File: src/rtl/aes_pkg.sv
`default_nettype none
// ============================================================================
// Module      : aes_pkg
// Description : Shared AES datapath constants and payload types.
// Revision    : 1.0 - initial release
// ============================================================================
package aes_pkg;

  localparam int AES_BLOCK_W = 128;

  // Round-key counts (rounds + 1) for each key size
  localparam int AES128_NK = 11;
  localparam int AES192_NK = 13;
  localparam int AES256_NK = 15;

  typedef logic [AES_BLOCK_W-1:0] aes_state_t;

  // Payload carried by the AddRoundKey output buffer at the default width
  typedef struct packed {
    aes_state_t  state;
    logic [3:0]  round;
    logic        err;
  } ark_entry_t;

endpackage
`default_nettype wire

File: src/rtl/ark_out_fifo.sv
`default_nettype none
// ============================================================================
// Module      : ark_out_fifo
// Description : 2-entry output FIFO with a registered push_ready, so there is
//               no combinational path from pop_ready back to push_ready.
// Revision    : 1.0 - initial release
// ============================================================================
module ark_out_fifo #(
  parameter int WIDTH = 1
) (
  input  logic             clk,
  input  logic             rst_n,
  input  logic             push,
  input  logic [WIDTH-1:0] push_data,
  output logic             push_ready,
  output logic             pop_valid,
  input  logic             pop_ready,
  output logic [WIDTH-1:0] pop_data
);

  logic [1:0]       count;
  logic [1:0]       count_nxt;
  logic [WIDTH-1:0] head;
  logic [WIDTH-1:0] tail;
  logic             ready_q;
  logic             do_pop;

  assign pop_valid  = (count != 2'd0);
  assign do_pop     = pop_valid & pop_ready;
  assign pop_data   = head;
  assign push_ready = ready_q;

  // Occupancy after this edge; push is already qualified by push_ready upstream
  always_comb begin
    count_nxt = count;
    case ({push, do_pop})
      2'b10:   count_nxt = count + 2'd1;
      2'b01:   count_nxt = count - 2'd1;
      default: count_nxt = count;
    endcase
  end

  // Storage and registered ready; head is always the oldest entry
  always_ff @(posedge clk or negedge rst_n) begin
    if (!rst_n) begin
      count   <= 2'd0;
      head    <= '0;
      tail    <= '0;
      ready_q <= 1'b0;
    end else begin
      count   <= count_nxt;
      ready_q <= (count_nxt < 2'd2);
      if (do_pop) begin
        if (count == 2'd2) begin
          head <= tail;
          if (push) tail <= push_data;
        end else if (push) begin
          head <= push_data;
        end
      end else if (push) begin
        if (count == 2'd0) head <= push_data;
        else               tail <= push_data;
      end
    end
  end

endmodule
`default_nettype wire

File: src/rtl/addroundkey_stream.sv
`default_nettype none
// ============================================================================
// Module      : addroundkey_stream
// Description : Streaming AddRoundKey stage with an on-chip round-key bank,
//               write-through key lookup, error flagging and a 2-entry
//               registered-ready output buffer.
// Revision    : 1.0 - initial release
// ============================================================================
module addroundkey_stream
  import aes_pkg::*;
#(
  parameter int DATA_W   = AES_BLOCK_W,
  parameter int NUM_KEYS = AES256_NK,
  parameter int IDX_W    = $clog2(NUM_KEYS)
) (
  input  logic              clk,
  input  logic              rst_n,
  input  logic              key_wr_en,
  input  logic [IDX_W-1:0]  key_wr_idx,
  input  logic [DATA_W-1:0] key_wr_data,
  input  logic              key_clr,
  input  logic              in_valid,
  output logic              in_ready,
  input  logic [DATA_W-1:0] in_state,
  input  logic [IDX_W-1:0]  in_round,
  output logic              out_valid,
  input  logic              out_ready,
  output logic [DATA_W-1:0] out_state,
  output logic [IDX_W-1:0]  out_round,
  output logic              out_err
);

  localparam int PAY_W = DATA_W + IDX_W + 1;

  logic [DATA_W-1:0]   key_bank [NUM_KEYS];
  logic [NUM_KEYS-1:0] key_valid;
  logic [NUM_KEYS-1:0] key_valid_nxt;
  logic                wr_in_range;
  logic                rd_in_range;
  logic [DATA_W-1:0]   key_eff;
  logic                key_ok;
  logic                accept;
  logic [PAY_W-1:0]    push_data;
  logic [PAY_W-1:0]    pop_data;

  assign wr_in_range = ({{(32-IDX_W){1'b0}}, key_wr_idx} < NUM_KEYS);
  assign rd_in_range = ({{(32-IDX_W){1'b0}}, in_round}   < NUM_KEYS);
  assign accept      = in_valid & in_ready;

  // Key data needs no reset: a slot is only used once its valid bit is set
  always_ff @(posedge clk) begin
    if (key_wr_en && wr_in_range) key_bank[key_wr_idx] <= key_wr_data;
  end

  // Clear drops every valid bit, but a same-cycle write still sets its own
  always_comb begin
    key_valid_nxt = key_valid;
    if (key_clr) key_valid_nxt = '0;
    if (key_wr_en && wr_in_range) key_valid_nxt[key_wr_idx] = 1'b1;
  end

  // Valid-bit register
  always_ff @(posedge clk or negedge rst_n) begin
    if (!rst_n) key_valid <= '0;
    else        key_valid <= key_valid_nxt;
  end

  // Key selection: same-cycle write to the requested slot takes priority
  always_comb begin
    key_eff = '0;
    key_ok  = 1'b0;
    if (rd_in_range) begin
      if (key_wr_en && (key_wr_idx == in_round)) begin
        key_eff = key_wr_data;
        key_ok  = 1'b1;
      end else if (key_valid[in_round]) begin
        key_eff = key_bank[in_round];
        key_ok  = 1'b1;
      end
    end
  end

  // A missing key XORs with zero so the state passes through flagged
  assign push_data = {in_state ^ key_eff, in_round, ~key_ok};

  ark_out_fifo #(
    .WIDTH (PAY_W)
  ) u_out_fifo (
    .clk        (clk),
    .rst_n      (rst_n),
    .push       (accept),
    .push_data  (push_data),
    .push_ready (in_ready),
    .pop_valid  (out_valid),
    .pop_ready  (out_ready),
    .pop_data   (pop_data)
  );

  assign {out_state, out_round, out_err} = pop_data;

endmodule
`default_nettype wire

File: config.mk
export PLATFORM = sky130hd
export DESIGN_NAME = addroundkey_stream
export DESIGN_NICKNAME = d
export VERILOG_FILES = /design/src/rtl/aes_pkg.sv /design/src/rtl/ark_out_fifo.sv /design/src/rtl/addroundkey_stream.sv
export SDC_FILE = /design/constraint.sdc
export NUM_CORES = 2
export LEC_CHECK = 0
export ABC_CLOCK_PERIOD_IN_PS = 4000
export CAP_MARGIN = 25
export CORE_MARGIN = 3
export CORE_UTILIZATION = 26
export DETAILED_ROUTE_END_ITERATION = 7
export SYNTH_ARGS = -nofsm -noshare
export SYNTH_HDL_FRONTEND = slang
export SYNTH_SLANG_ARGS = --single-unit
File: constraint.sdc
create_clock -name clk -period 4 [get_ports clk]
set_clock_uncertainty 0.2 [all_clocks]
set_input_delay 0.8 -clock clk [delete_from_list [all_inputs] [get_ports clk]]
set_output_delay 0.8 -clock clk [all_outputs]
set_load 0.02 [all_outputs]
Yosys cells after proc, flatten, opt, wreduce, memory -nomap -nowiden
Memory sizes are Yosys's and may differ from the RTL's. Cells that the tools add are included.

Eq/ne operators: 6. Magnitude comparators: 6. Bitwise gates (word level): 5. Muxes and demuxes: 24. $add $sub $neg: 2. Reductions and logical operators: 10.

Operators by type and width (count): $mux 133 (9); $mux 128 (3); $xor 128x128->128 (1); $mux 15 (2); $or 15x15->15 (1); $lt 4x5->1 const B (2); $lt 4x4->1 const B (2); $reduce_bool 2->1 (4); $mux 1 (7); $reduce_and 3->1 (2); $bmux 1 s4 (1); $demux 1 s4 (1); $eq 2x2->1 const B (2); $eq 4x4->1 (1); $ge 4x1->1 const B (1); $pmux 2 s2 (1); $logic_and 1x1->1 (3); $add 2x1->2 const B (1); $and 1x1->1 (2); $eq 2x1->1 const B (1); $logic_not 2->1 (1); $lt 2x2->1 const B (1); $ne 2x1->1 const B (1); $ne 2x2->1 const B (1); 2 further kinds (2).

Memory bits (writable): 1920. Input port bits: 270. Output and inout bits: 135. Memories kept: 1. Register bits: 284.

Memories: key_bank (depth 15, width 128, read ports 1, clocked after Yosys merged registers in 0, write ports 1, line addroundkey_stream.sv:35) `logic [DATA_W-1:0] key_bank [NUM_KEYS];`.

Logic depth before layout (Yosys ltp)
Depth in word-level cells: 9. Gate-level depth with buffers: 12. Gate-level depth less buffers: 8.

By module
From an unflattened synthesis, not the netlist that was laid out.

Cells, all modules: 4844. Area total of the unflattened synthesis: 88417.3 um^2.

Modules (own cells, without submodules): addroundkey_stream (area each 77362.9 um^2, cells an instance 4098, seq. area each 58030.7 um^2, times used 1); ark_out_fifo (area each 11054.4 um^2, cells an instance 746, seq. area each 6731.5 um^2, times used 1).

Least setup slack after synthesis
OpenSTA, ideal clock, no wires.

Path type: input-to-reg. Start point: input port key_wr_idx[2]. End point: memory key_bank[0][0] in the netlist's numbering, enable pin. Data arrival time: 10.004 ns. Required time: 3.025 ns. Stages on the path: 2. Setup slack: -6.980 ns. Setup time: 0.775 ns. Cells stage by stage: or3b_2 > nor3_1.

Longest elaborated chain between the ends: 4.

RTL lines: start, declared (line addroundkey_stream.sv:19) `input logic [IDX_W-1:0] key_wr_idx,`; $lt 4x4->1 (line addroundkey_stream.sv:46) `assign wr_in_range = ({{(32-IDX_W){1'b0}}, key_wr_idx} < NUM_KEYS);`; $logic_and 1x1->1 (line addroundkey_stream.sv:52) `if (key_wr_en && wr_in_range) key_bank[key_wr_idx] <= key_wr_data;`; $mux 1 (line addroundkey_stream.sv:52); $mux 1 (implied by the code) (line addroundkey_stream.sv:52); end, declared (line addroundkey_stream.sv:35).

Several ways; a longest one is shown, not always the timed one.

Final worst setup path
Start point: register key_valid[2]. End point: register u_out_fifo.head[31] (netlist: u_out_fifo.pop_data[31]).

Longest elaborated chain between the ends: 9. Elaborated cells on any way between the ends: 11. Those cells by class: mux: 10; bitwise: 1.

RTL lines: start, declared (line addroundkey_stream.sv:36) `logic [NUM_KEYS-1:0] key_valid;`; start signal, assigned (line addroundkey_stream.sv:65) `else key_valid <= key_valid_nxt;`; $bmux 1 s4 * (line addroundkey_stream.sv:76) `end else if (key_valid[in_round]) begin`; $mux 1 (implied by the code) * (line addroundkey_stream.sv:76); $mux 128 * (line addroundkey_stream.sv:76); $mux 128 * (line addroundkey_stream.sv:73) `if (key_wr_en && (key_wr_idx == in_round)) begin`; $mux 128 * (line addroundkey_stream.sv:72) `if (rd_in_range) begin`; $xor 128x128->128 * (line addroundkey_stream.sv:84) `assign push_data = {in_state ^ key_eff, in_round, ~key_ok};`; $mux 133, on equally long branches (line ark_out_fifo.sv:61, ark_out_fifo.sv:57); $mux 133, on equally long branches (line ark_out_fifo.sv:60, ark_out_fifo.sv:54); $mux 133 * (line ark_out_fifo.sv:53) `if (do_pop) begin`; end signal, assigned (line ark_out_fifo.sv:55) `head <= tail;`; end signal, assigned (line ark_out_fifo.sv:58) `head <= push_data;`; end signal, assigned (line ark_out_fifo.sv:61) `if (count == 2'd0) head <= push_data;`; end, declared (line ark_out_fifo.sv:23) `logic [WIDTH-1:0] head;`.

Mark *: on every way between the ends. The rest lies on a longest branch, timed or not. The select of a mux whose other input is x is not followed. A chain may end at the register's enable or synchronous reset.

==> metrics <==
Detail Route Antenna Nets 0; library cells used by synthesis 53; syn_nets 5134; Mapped Area 89200 µm²; overall track demand over capacity in global routing 14.2%; setup TNS 0 ns; f_max 283 MHz; vias in the first global route 50375; critical path required time 4.58 ns; Longest Clk Path Bufs 4; die width 592 µm; Synth area leaders edfxtp_1 (65%), mux4_2 (13%), dfrtp_1 (8.0%), nand2_1 (2.1%), o21ai_0 (1.4%); Post-CTS Resized 0; Post-synth EDFFs 1920; Crit Path Class reg2reg; worst rel slew slack 32.8%; Critical Path Sink u_out_fifo.pop_data[31]; Largest delay share family, worst path compound AO/OA/AOI/OAI gates; CP max stage delay 0.74 ns; H-tree depth 4; Most used DFF post-synth edfxtp_1; CP Capture Type flop; WP buf/inv 2; flop2flop setup slack 0.47 ns; clk_lat worst skew 0.88 ns; worst reg-to-reg path cell count 8; status finished, final reports clean; pre-CTS WS -0.264 ns; Iteration-0 DRC Markers 4613; row cnt 214; Synth top area share 64.6%; total grt overflow 0; number of synthesized register bits 2204; first-pass GRT wire length 367 mm; initial antenna violation count 43; Worst EP arrival 4.11 ns; GPL Wtd Cong 0.751; largest net degree at the start of global routing 83; Initial Util 26.2%; pwr/cell area 538 nW/µm²; CP max FO 35; Die Ht 592 µm; Crit path depth 8; fillers 32493; fin crit period 3.53 ns; share of cells above drive strength 1 22.3%; DR vias/cell 4.83; Die ar. 350000 µm²; fin crit share 88.3%; most common cell after layout, fill and taps aside edfxtp_1; CTS sink cnt 2204; VDD IR max 0.374 mV; Area Overhead vs Synth 22.4%; clk root buf clkbuf_16; setup ws final 0.469 ns; number of port buffers 404; Seq/Total Area, Yosys 72.6%; ys async rst share 12.9%; Tot Pwr 58.7 mW; TritonCTS clock tree built; wire per inst 25.0 µm; CP Launch Point key_valid[2]; Final Setup Violations 0; CP Cell Sequence mux4_2 > a22o_1 > a31o_4 > buf_12 > a32oi_1 > buf_4 > nor4_1 > or3_1; Worst Hold Class reg2reg; final HPWL from detailed placement 151 mm; leakage 36.4 nW; Slew Limit Fails 0; Ys Warns 0; most frequent cells in the layout edfxtp_1 (1920), nand2_1 (510), mux4_2 (504); Post-route DRC 0; Crit-path slowest cell a32oi_1; clock transition at the registers of the reported paths 0.07 ns; WL final 255 mm; Final Util 32.0%; unrepaired setup endpoints after global routing false; number of setup buffers added after CTS 0; Avg Synthesized Cell Area 18.4 µm²; routed via count 49371; Core ar. 341000 µm²; Max Cap Viol 0; fin nets 5753; total CTS buffers 240; reg2reg start key_valid[2]; Final Hold Viols 0; drt first pass iters 6; Cells after Synth 4862; Least-Margin Pin Slew 1.01 ns; worst r2r dst u_out_fifo.pop_data[31]; Startpoint Class flop; largest area contributor in the netlist edfxtp_1; # IOs 405
-- flip-flops by register name, indices dropped and copies added (netlist names) --
| signal | cells |
|---|---|
| u_out_fifo.tail | 133 |
| key_bank | 1920 |
| u_out_fifo.push_ready | 1 |
| u_out_fifo.count | 2 |
| u_out_fifo.pop_data | 133 |
| key_valid | 15 |
-- cells by family (layout without fill, tap and decap cells) --
family,count (synthesis),in the layout,share of synthesized area [%]
flip-flops,2204,2204,72.6
AND/OR/NAND/NOR,1089,1089,6.33
multiplexers,641,641,14.3
AO/OA/AOI/OAI,448,448,3.70
buffers and inverters,343,1161,1.76
XOR/XNOR,135,135,1.33
adder cells (fa/ha/maj),2,2,0.0280
other,0,10,0
-- stage by stage --
stage / area (µm²) / instances / hold slack, ns
CTS: 109000 / 10216 / 0.278
global placement: 101000 / 9773 / 0.253
floorplan: 89300 / 4862 / 0.244
detailed placement: 101000 / 9773 / 0.265
global route: 109000 / 10221 / 0.296
finish: 109000 / 10226 / 0.274
-- synthesized netlist by cell type, drive strengths merged (6+ instances only) --
| cell | instances |
|---|---|
| or3 | 115 |
| nand2 | 511 |
| dfrtp | 284 |
| nand2b | 24 |
| a31oi | 7 |
| buf | 137 |
| nor2 | 20 |
| xor2 | 129 |
| a41oi | 6 |
| edfxtp | 1920 |
| mux4 | 504 |
| xnor2 | 6 |
| nand3 | 137 |
| nor2b | 8 |
| clkbuf | 202 |
| o21ai | 252 |
| and4 | 128 |
| a32oi | 120 |
| mux2i | 121 |
| a211o | 6 |
| nor3 | 12 |
| o211ai | 18 |
| a21o | 17 |
| o311ai | 6 |
| mux2 | 16 |
| nor4 | 115 |
-- worst register-to-register path: cells and delay by family, from the launching register on --
family / cells / cell delay [ns]
compound gates: 3 / 1.48
buf+inv: 2 / 0.50
flops: 1 / 0.38
mux: 1 / 0.46
simple gates: 2 / 0.42
-- layer usage --
metal	global-route usage, %	routed length (µm)	up-vias
li1	-	-	21001
met5	0	82	-
met4	3.80	6110	12
met3	2.06	15400	372
met2	23.9	126000	1756
met1	19.3	108000	26230
-- repair_timing --
| action | 4_1_cts | 5_1_grt |
|---|---|---|
| hold endpoints to repair | 76 | 0 |
| setup endpoints to repair | 0 | 0 |
| hold buffers | 2 | 0 |
-- power by group --
part	internal, mW	leakage [nW]	switching [mW]	total (mW)
Combinational	3.72	11.6	5.34	9.06
Sequential	26.7	20.9	0.917	27.6
Clock	12.9	3.85	9.15	22.0
Total	43.3	36.4	15.4	58.7
-- how the worst min path moves through the flow --
stage	slack, ns	depth (start not counted)	endpoint	start
floorplan	0.24	1	key_valid[10]	key_valid[10]
global placement	0.25	1	key_valid[7]	key_valid[7]
detailed placement	0.27	1	key_valid[3]	key_valid[3]
CTS	0.28	1	key_valid[4]	key_valid[4]
global route	0.30	2	u_out_fifo.tail[79]	u_out_fifo.tail[79]
finish	0.27	1	key_valid[4]	key_valid[4]
-- final cells by class --
cell class                 count  area, µm²  share of cell area, %
tap                         4536       5680                   5.20
clock inverter               136       1400                   1.28
inverter                       4       15.0                 0.0137
clock buffer                 305       6460                   5.92
antenna                       10       25.0                 0.0229
multi-input combinational   2315      23100                   21.1
sequential                  2204      64800                   59.3
timing repair buffer         716       7800                   7.14
(Power assumes the default switching activity.)
